`src/rtl/bus_master_lsu_pkg.sv`:
```
// Shared definitions for the load/store bus initiator: access sizes, FSM states
// and the supported read-latency range.
package bus_master_lsu_pkg;

    typedef enum logic [1:0] {
        SZ_B   = 2'd0,
        SZ_H   = 2'd1,
        SZ_W   = 2'd2,
        SZ_RSV = 2'd3
    } size_e;

    typedef enum logic [1:0] {
        ST_IDLE = 2'd0,
        ST_RD   = 2'd1,
        ST_WR   = 2'd2,
        ST_RESP = 2'd3
    } state_e;

    localparam int RD_LAT_MIN = 1;
    localparam int RD_LAT_MAX = 3;

    // Out-of-range latencies saturate so the counter width never has to grow.
    function automatic logic [1:0] clamp_latency(input int lat);
        if (lat < RD_LAT_MIN) begin
            return 2'(RD_LAT_MIN);
        end else if (lat > RD_LAT_MAX) begin
            return 2'(RD_LAT_MAX);
        end
        return 2'(lat);
    endfunction

    function automatic logic misaligned(input size_e size, input logic [1:0] offset);
        case (size)
            SZ_B:    return 1'b0;
            SZ_H:    return offset[0];
            SZ_W:    return |offset;
            default: return 1'b1;
        endcase
    endfunction

endpackage

```
`src/rtl/bus_master_lsu_if.sv`:
```
// Request/response handshake plus RAM bus signals of the LSU; master is the LSU
// side, slave is the CPU/RAM environment side.
interface bus_master_lsu_if #(
    parameter int ADDR_W = 32
);
    import bus_master_lsu_pkg::*;

    logic              req_valid;
    logic              req_ready;
    logic              req_write;
    size_e             req_size;
    logic              req_unsigned;
    logic [ADDR_W-1:0] req_addr;
    logic [31:0]       req_wdata;

    logic              rsp_valid;
    logic [31:0]       rsp_rdata;
    logic              rsp_err;

    logic [ADDR_W-1:0] haddr;
    logic              hwrite;
    logic [31:0]       hwdata;
    logic [31:0]       hrdata;

    modport master (
        input  req_valid, req_write, req_size, req_unsigned, req_addr, req_wdata, hrdata,
        output req_ready, rsp_valid, rsp_rdata, rsp_err, haddr, hwrite, hwdata
    );

    modport slave (
        output req_valid, req_write, req_size, req_unsigned, req_addr, req_wdata, hrdata,
        input  req_ready, rsp_valid, rsp_rdata, rsp_err, haddr, hwrite, hwdata
    );

endinterface

```
`src/rtl/bus_master_lsu_lane_merge.sv`:
```
// Combinational byte-lane logic: merges sub-word store data into an old word and
// sign/zero-extends raw load data.
module lsu_lane_merge
    import bus_master_lsu_pkg::*;
(
    input  logic [31:0] old_word,
    input  logic [31:0] wdata,
    input  size_e       size,
    input  logic [1:0]  offset,
    input  logic [31:0] raw,
    input  logic        is_unsigned,
    output logic [31:0] merged,
    output logic [31:0] extended
);

    always_comb begin
        merged = old_word;
        case (size)
            SZ_B:    merged[{offset, 3'b000} +: 8]      = wdata[7:0];
            SZ_H:    merged[{offset[1], 4'b0000} +: 16] = wdata[15:0];
            default: merged = wdata;
        endcase
    end

    // The responder already shifted the addressed lane down to bit 0.
    always_comb begin
        extended = raw;
        case (size)
            SZ_B:    extended = {{24{~is_unsigned & raw[7]}}, raw[7:0]};
            SZ_H:    extended = {{16{~is_unsigned & raw[15]}}, raw[15:0]};
            default: extended = raw;
        endcase
    end

endmodule

```
`src/rtl/bus_master_lsu.sv`:
```
// Single-outstanding load/store bus initiator; sub-word stores are performed as
// read-modify-write because the responder only stores full words.
module bus_master_lsu
    import bus_master_lsu_pkg::*;
#(
    parameter int RD_LATENCY = 1,
    parameter int ADDR_W     = 32
) (
    input  logic                clk,
    input  logic                rst,
    bus_master_lsu_if.master    bus
);

    localparam logic [1:0] LAT = clamp_latency(RD_LATENCY);

    state_e            state, state_d;
    logic [1:0]        cnt, cnt_d;
    size_e             size_q, size_d;
    logic              uns_q, uns_d;
    logic              write_q, write_d;
    logic [1:0]        off_q, off_d;
    logic [31:0]       wdata_q, wdata_d;
    logic [ADDR_W-1:0] haddr_q, haddr_d;
    logic              hwrite_q, hwrite_d;
    logic [31:0]       hwdata_q, hwdata_d;
    logic              rsp_valid_q, rsp_valid_d;
    logic [31:0]       rsp_rdata_q, rsp_rdata_d;
    logic              rsp_err_q, rsp_err_d;

    logic [31:0]       merged;
    logic [31:0]       extended;
    logic [ADDR_W-1:0] aligned_addr;

    assign aligned_addr = {bus.req_addr[ADDR_W-1:2], 2'b00};

    lsu_lane_merge u_lane_merge (
        .old_word    (bus.hrdata),
        .wdata       (wdata_q),
        .size        (size_q),
        .offset      (off_q),
        .raw         (bus.hrdata),
        .is_unsigned (uns_q),
        .merged      (merged),
        .extended    (extended)
    );

    always_ff @(posedge clk) begin
        if (rst) begin
            state       <= ST_IDLE;
            cnt         <= '0;
            size_q      <= SZ_B;
            uns_q       <= 1'b0;
            write_q     <= 1'b0;
            off_q       <= '0;
            wdata_q     <= '0;
            haddr_q     <= '0;
            hwrite_q    <= 1'b0;
            hwdata_q    <= '0;
            rsp_valid_q <= 1'b0;
            rsp_rdata_q <= '0;
            rsp_err_q   <= 1'b0;
        end else begin
            state       <= state_d;
            cnt         <= cnt_d;
            size_q      <= size_d;
            uns_q       <= uns_d;
            write_q     <= write_d;
            off_q       <= off_d;
            wdata_q     <= wdata_d;
            haddr_q     <= haddr_d;
            hwrite_q    <= hwrite_d;
            hwdata_q    <= hwdata_d;
            rsp_valid_q <= rsp_valid_d;
            rsp_rdata_q <= rsp_rdata_d;
            rsp_err_q   <= rsp_err_d;
        end
    end

    // RD lasts LAT+1 cycles: HADDR is presented, then the registered read data
    // arrives LAT cycles later and is sampled on the last RD edge.
    always_comb begin
        state_d     = state;
        cnt_d       = cnt;
        size_d      = size_q;
        uns_d       = uns_q;
        write_d     = write_q;
        off_d       = off_q;
        wdata_d     = wdata_q;
        haddr_d     = haddr_q;
        hwrite_d    = 1'b0;
        hwdata_d    = hwdata_q;
        rsp_valid_d = 1'b0;
        rsp_rdata_d = rsp_rdata_q;
        rsp_err_d   = rsp_err_q;

        case (state)
            ST_IDLE: begin
                if (bus.req_valid) begin
                    size_d  = bus.req_size;
                    uns_d   = bus.req_unsigned;
                    write_d = bus.req_write;
                    off_d   = bus.req_addr[1:0];
                    wdata_d = bus.req_wdata;
                    cnt_d   = '0;
                    if (misaligned(bus.req_size, bus.req_addr[1:0])) begin
                        state_d     = ST_RESP;
                        rsp_valid_d = 1'b1;
                        rsp_err_d   = 1'b1;
                        rsp_rdata_d = '0;
                    end else if (bus.req_write && (bus.req_size == SZ_W)) begin
                        state_d  = ST_WR;
                        haddr_d  = aligned_addr;
                        hwdata_d = bus.req_wdata;
                        hwrite_d = 1'b1;
                    end else if (bus.req_write) begin
                        state_d = ST_RD;
                        haddr_d = aligned_addr;
                    end else begin
                        state_d = ST_RD;
                        haddr_d = bus.req_addr;
                    end
                end
            end
            ST_RD: begin
                if (cnt == LAT) begin
                    if (write_q) begin
                        state_d  = ST_WR;
                        hwdata_d = merged;
                        hwrite_d = 1'b1;
                    end else begin
                        state_d     = ST_RESP;
                        rsp_valid_d = 1'b1;
                        rsp_rdata_d = extended;
                        rsp_err_d   = 1'b0;
                    end
                end else begin
                    cnt_d = cnt + 2'd1;
                end
            end
            ST_WR: begin
                state_d     = ST_RESP;
                rsp_valid_d = 1'b1;
                rsp_rdata_d = '0;
                rsp_err_d   = 1'b0;
            end
            ST_RESP: begin
                state_d = ST_IDLE;
            end
            default: begin
                state_d = ST_IDLE;
            end
        endcase
    end

    assign bus.req_ready = (state == ST_IDLE);
    assign bus.rsp_valid = rsp_valid_q;
    assign bus.rsp_rdata = rsp_rdata_q;
    assign bus.rsp_err   = rsp_err_q;
    assign bus.haddr     = haddr_q;
    assign bus.hwrite    = hwrite_q;
    assign bus.hwdata    = hwdata_q;

endmodule
```
`src/flat_wrapper.sv`:
```
// flat-port wrapper written by rule: the top's interface ports become plain ports
module bus_master_lsu_flat import bus_master_lsu_pkg::*;
#(
    parameter int RD_LATENCY = 1,
    parameter int ADDR_W     = 32
)
  (clk, rst, bus_req_valid, bus_req_write, bus_req_size, bus_req_unsigned, bus_req_addr, bus_req_wdata, bus_hrdata, bus_req_ready, bus_rsp_valid, bus_rsp_rdata, bus_rsp_err, bus_haddr, bus_hwrite, bus_hwdata);
  bus_master_lsu_if #(.ADDR_W(ADDR_W)) bus_i ();
  input  logic clk;
  input  logic rst;
  input wire logic [$bits(bus_i.req_valid)-1:0] bus_req_valid;
  input wire logic [$bits(bus_i.req_write)-1:0] bus_req_write;
  input wire logic [$bits(bus_i.req_size)-1:0] bus_req_size;
  input wire logic [$bits(bus_i.req_unsigned)-1:0] bus_req_unsigned;
  input wire logic [$bits(bus_i.req_addr)-1:0] bus_req_addr;
  input wire logic [$bits(bus_i.req_wdata)-1:0] bus_req_wdata;
  input wire logic [$bits(bus_i.hrdata)-1:0] bus_hrdata;
  output wire logic [$bits(bus_i.req_ready)-1:0] bus_req_ready;
  output wire logic [$bits(bus_i.rsp_valid)-1:0] bus_rsp_valid;
  output wire logic [$bits(bus_i.rsp_rdata)-1:0] bus_rsp_rdata;
  output wire logic [$bits(bus_i.rsp_err)-1:0] bus_rsp_err;
  output wire logic [$bits(bus_i.haddr)-1:0] bus_haddr;
  output wire logic [$bits(bus_i.hwrite)-1:0] bus_hwrite;
  output wire logic [$bits(bus_i.hwdata)-1:0] bus_hwdata;
  assign bus_i.req_valid = bus_req_valid;
  assign bus_i.req_write = bus_req_write;
  assign bus_i.req_size = bus_req_size;
  assign bus_i.req_unsigned = bus_req_unsigned;
  assign bus_i.req_addr = bus_req_addr;
  assign bus_i.req_wdata = bus_req_wdata;
  assign bus_i.hrdata = bus_hrdata;
  assign bus_req_ready = bus_i.req_ready;
  assign bus_rsp_valid = bus_i.rsp_valid;
  assign bus_rsp_rdata = bus_i.rsp_rdata;
  assign bus_rsp_err = bus_i.rsp_err;
  assign bus_haddr = bus_i.haddr;
  assign bus_hwrite = bus_i.hwrite;
  assign bus_hwdata = bus_i.hwdata;
  bus_master_lsu #(.RD_LATENCY(RD_LATENCY), .ADDR_W(ADDR_W)) u_core (.clk(clk), .rst(rst), .bus(bus_i));
endmodule
```
`config.mk`:
```
export PLATFORM = sky130hd
export DESIGN_NAME = bus_master_lsu_flat
export DESIGN_NICKNAME = d
export VERILOG_FILES = /design/src/rtl/bus_master_lsu_pkg.sv /design/src/rtl/bus_master_lsu_if.sv /design/src/rtl/bus_master_lsu_lane_merge.sv /design/src/rtl/bus_master_lsu.sv /design/src/flat_wrapper.sv
export SDC_FILE = /design/constraint.sdc
export NUM_CORES = 1
export LEC_CHECK = 0
export BUFFER_PORTS_ARGS = -buffer_cell sky130_fd_sc_hd__buf_4
export CORE_MARGIN = 3
export CORE_UTILIZATION = 40
export CTS_BUF_LIST = sky130_fd_sc_hd__clkbuf_2
export DETAILED_ROUTE_END_ITERATION = 10
export PLACE_DENSITY = 0.69
export SYNTH_ARGS = -nofsm -noshare
export SYNTH_HDL_FRONTEND = slang
export SYNTH_SLANG_ARGS = --single-unit
export TNS_END_PERCENT = 50
```
`constraint.sdc`:
```
create_clock -name clk -period 6.2 [get_ports clk]
set_input_delay 0 -clock clk [delete_from_list [all_inputs] [get_ports clk]]
set_output_delay 0 -clock clk [all_outputs]
set_load 0.005 [all_outputs]
```
==> metrics.md <==
| Metric | Value |
|---|---|
| Initial DRC count | 617 |
| Xor and xnor area share after synthesis | 0% |
| First-pass GRT wire length | 38200 um |
| I/O pins | 203 |
| Asr flop ratio synth | 0% |
| Row cnt | 47 |
| Remaining DRCs | 0 |
| Synth unique cells | 50 |
| Max cap viols | 0 |
| R2R Setup Slk | 2.82 ns |
| H-tree depth | 4 |
| Least-Margin Pin Slew | 1.19 ns |
| Port Buf Inserts | 202 |
| Slowest cell on crit path | dlygate4sd3_1 |
| ANT nets after route | 0 |
| Reg clk slew, reported paths | 0.21 ns |
| # resized after CTS | 0 |
| Endpoint class of the critical path | register |
| Status | finished, final reports clean |
| Largest net degree at the start of global routing | 107 |
| Gpl congestion | 0.850 |
| Main combinational cell family by area after synthesis | compound AO/OA/AOI/OAI gates |
| P_leak | 4.14 nW |
| Peak VDD IR | 0.238 mV |
| Adder-Cell Fraction of Synth Area | 1.84% |
| Most common cell on crit path | dlygate4sd3_1 |
| Skew final | 0.0387 ns |
| Vias in the first global route | 7282 |
| Avg WL per Cell | 17.6 um |
| Die area | 18600 um^2 |
| DR pass1 iterations | 6 |
| Final setup TNS | 0 ns |
| Final wirelength | 24600 um |
| Vias | 7645 |
| Initial antenna violation count | 0 |
| Worst Hold Depth | 4 |
| Synth top area share | 41.5% |
| Worst-path fanout max | 30 |
| Max frequency | 0.296 GHz |
| Critical path's top delay family | buffers and inverters |
| Clock Path Buffers | 2 |
| Final hold violations | 0 |
| Reg2reg start | u_core.state[0] |
| Arrival time at the worst endpoint | 4.04 ns |
| FF-to-FF path depth | 8 |
| R2R Path End | u_core.bus.haddr[28] |
| Crit path time final | 3.38 ns |
| Seq/Total Area, Yosys | 41.5% |
| Share of cells above drive strength 1 | 21.8% |
| Initial core utilization | 40.9% |
| Synthesized Nets | 969 |
| Final core occ | 61.8% |
| Post-CTS Setup Repair Bufs | 0 |
| Final Max Slew Viols | 0 |
| Total congestion overflow | 0 |
| Critical path buffer and inverter count | 4 |
| Area Growth Syn to Fin | 51.3% |
| Critical path class | reg -> reg |
| CTS tree | yes |
| Worst hold endpoint | u_core.uns_q |
| RSZ-0062 raised after global routing | false |
| Multiplexer share of the synthesized area | 1.47% |
| Simple-gate area share of the yosys netlist | 24.2% |
| Nets | 1281 |
| CP Data Required Time | 6.87 ns |
| CP peak stage delay | 0.59 ns |
| Root Driver | clkbuf_2 |
| Ys flop type | dfxtp_1 |
| Mapped cell area | 6800 um^2 |
| Antenna diodes | 0 |
| Hold_sp | bus_req_unsigned |
| Power Density | 334 nW/um^2 |
| Synth area leaders | dfxtp_1, a21oi_1, nand2_1, nor2b_1, o21ai_0 |
| Finish-stage setup viols | 0 |
| Startpoint types | register |
| Average cell area after synthesis | 7.95 um^2 |
| Compound-Gate Fraction of Synth Area | 25.3% |
| Die Wd | 136 um |
| Power Total | 0.00344 W |
| EDFF count, synth | 0 |
| Final period util | 54.4% |
| Tightest Hold Check Type | in -> reg |
| Worst-path cell chain | inv_1 > ha_1 > o21a_1 > buf_4 > nand3_1 > dlygate4sd3_1 > a21oi_1 > dlygate4sd3_1 |
| CTS Sinks | 141 |
| Height of the die | 136 um |
| GRT Util Overall | 26.0% |
| Via density | 5.46 |
| Syn Inst Count | 856 |
| Clock insertion delay at the later pin of the skew report | 0.72 ns |
| Yosys warns | 0 |
| CTS Buf Count | 17 |
| Largest area contributor in the netlist | dfxtp_1 |
| Hold buffer count at CTS | 164 |
| Relative max-transition margin | 20.6% |
| DP Wirelength | 15100 um |
| FF+latch count, synth | 141 |
| Core Area | 16600 um^2 |
## cell usage after synthesis, types with 10 or more instances
| cell type | instances |
|---|---|
| ha_1 | 10 |
| a21oi_1 | 102 |
| o21ai_0 | 58 |
| nand3_1 | 39 |
| buf_2 | 15 |
| or4_1 | 32 |
| buf_1 | 10 |
| nand2_1 | 128 |
| a211o_1 | 11 |
| dfxtp_1 | 141 |
| o21ai_1 | 33 |
| a221oi_1 | 32 |
| and2_1 | 10 |
| o2bb2ai_1 | 16 |
| nor2b_1 | 55 |
| nor2_1 | 39 |
| clkbuf_1 | 51 |
| nor3_1 | 11 |
## cell usage in the layout (no fill, tap or decap), drive strengths merged, types with 2 or more instances in the layout
cell type and count:
bufinv 7, a211o 12, or4 32, and2 10, o21ai 91, a21boi 2
nor2b 55, buf 211, clkinv 5, or3b 2, nand2 128, mux2 8
ha 10, nor3 11, nand4 8, nand3 39, clkbuf 19, dfxtp 141
a221oi 32, a21oi 102, dlygate4sd3 164, o2bb2ai 16, nand2b 2, a221o 8
inv 7, nor2 39
## cells by family (layout without fill, tap and decap cells)
group           count (synthesis)  after routing
fa+ha+maj                      10             10
compound gates                276            276
simple gates                  331            331
buf+inv                        89            413
flops                         141            141
mux                             9              9
## layer usage
layer	vias up	track usage (%)	share of wire [%]
met5	-	0	0
met4	0	9.46	3.1
met3	62	7.33	8.6
met2	329	42.3	47
met1	3554	32.8	41
li1	3700	-	-
## tightest hold or removal path, stage by stage
cell and delay (ns):
dlygate4sd3_1 0.54, buf_4 0.13, nand2_1 0.04, a21oi_1 0.05
## metrics by stage
step,hold WS [ns],instances,cell area [um^2],worst slack [ns]
after floorplan,0.136,856,6800,4.19
after detailed placement,0.262,1205,8310,3.23
after global routing,0.0336,1400,10300,2.60
final,0.0806,1400,10300,2.82
after CTS,0.0355,1400,10300,2.91
after global placement,0.253,1205,8310,3.31
## where the power goes
part	internal, W	switching (W)	total (W)
registers	0.00108	0.000136	0.00121
clock network	0.000386	0.000343	0.000730
logic	0.000635	0.000859	0.00149
total	0.00210	0.00134	0.00344
## how the worst max path moves through the flow
stage	from	endpoint	slack (ns)	depth (start not counted)
after floorplan	u_core.off_q[1]	u_core.bus.hwdata[10]	4.19	7
after global placement	u_core.state[1]	u_core.bus.rsp_rdata[22]	3.31	6
after detailed placement	u_core.state[1]	u_core.bus.rsp_rdata[26]	3.23	6
after CTS	u_core.state[0]	u_core.bus.haddr[30]	2.91	8
after global routing	u_core.state[1]	u_core.bus.haddr[28]	2.60	8
final	u_core.state[0]	u_core.bus.haddr[28]	2.82	8
## flip-flops by register name, indices dropped and copies added, names as in the netlist
name	cells
u_core.bus.haddr	32
u_core.bus.hwdata	32
u_core.bus.rsp_rdata	32
u_core.wdata_q	32
u_core.cnt	2
u_core.off_q	2
u_core.size_q	2
u_core.state	2
u_core.bus.hwrite	1
u_core.bus.rsp_err	1
u_core.bus.rsp_valid	1
u_core.uns_q	1
u_core.write_q	1
## final cells by class
type                       count  area (um^2)
clock buffer                  19         95.1
clock inverter                12          243
fill                        1417         6350
inverter                       7         26.3
multi-input combinational    626         3600
sequential                   141         2820
tap                          220          275
timing repair buffer         375         3230
(Power assumes the default switching activity.)
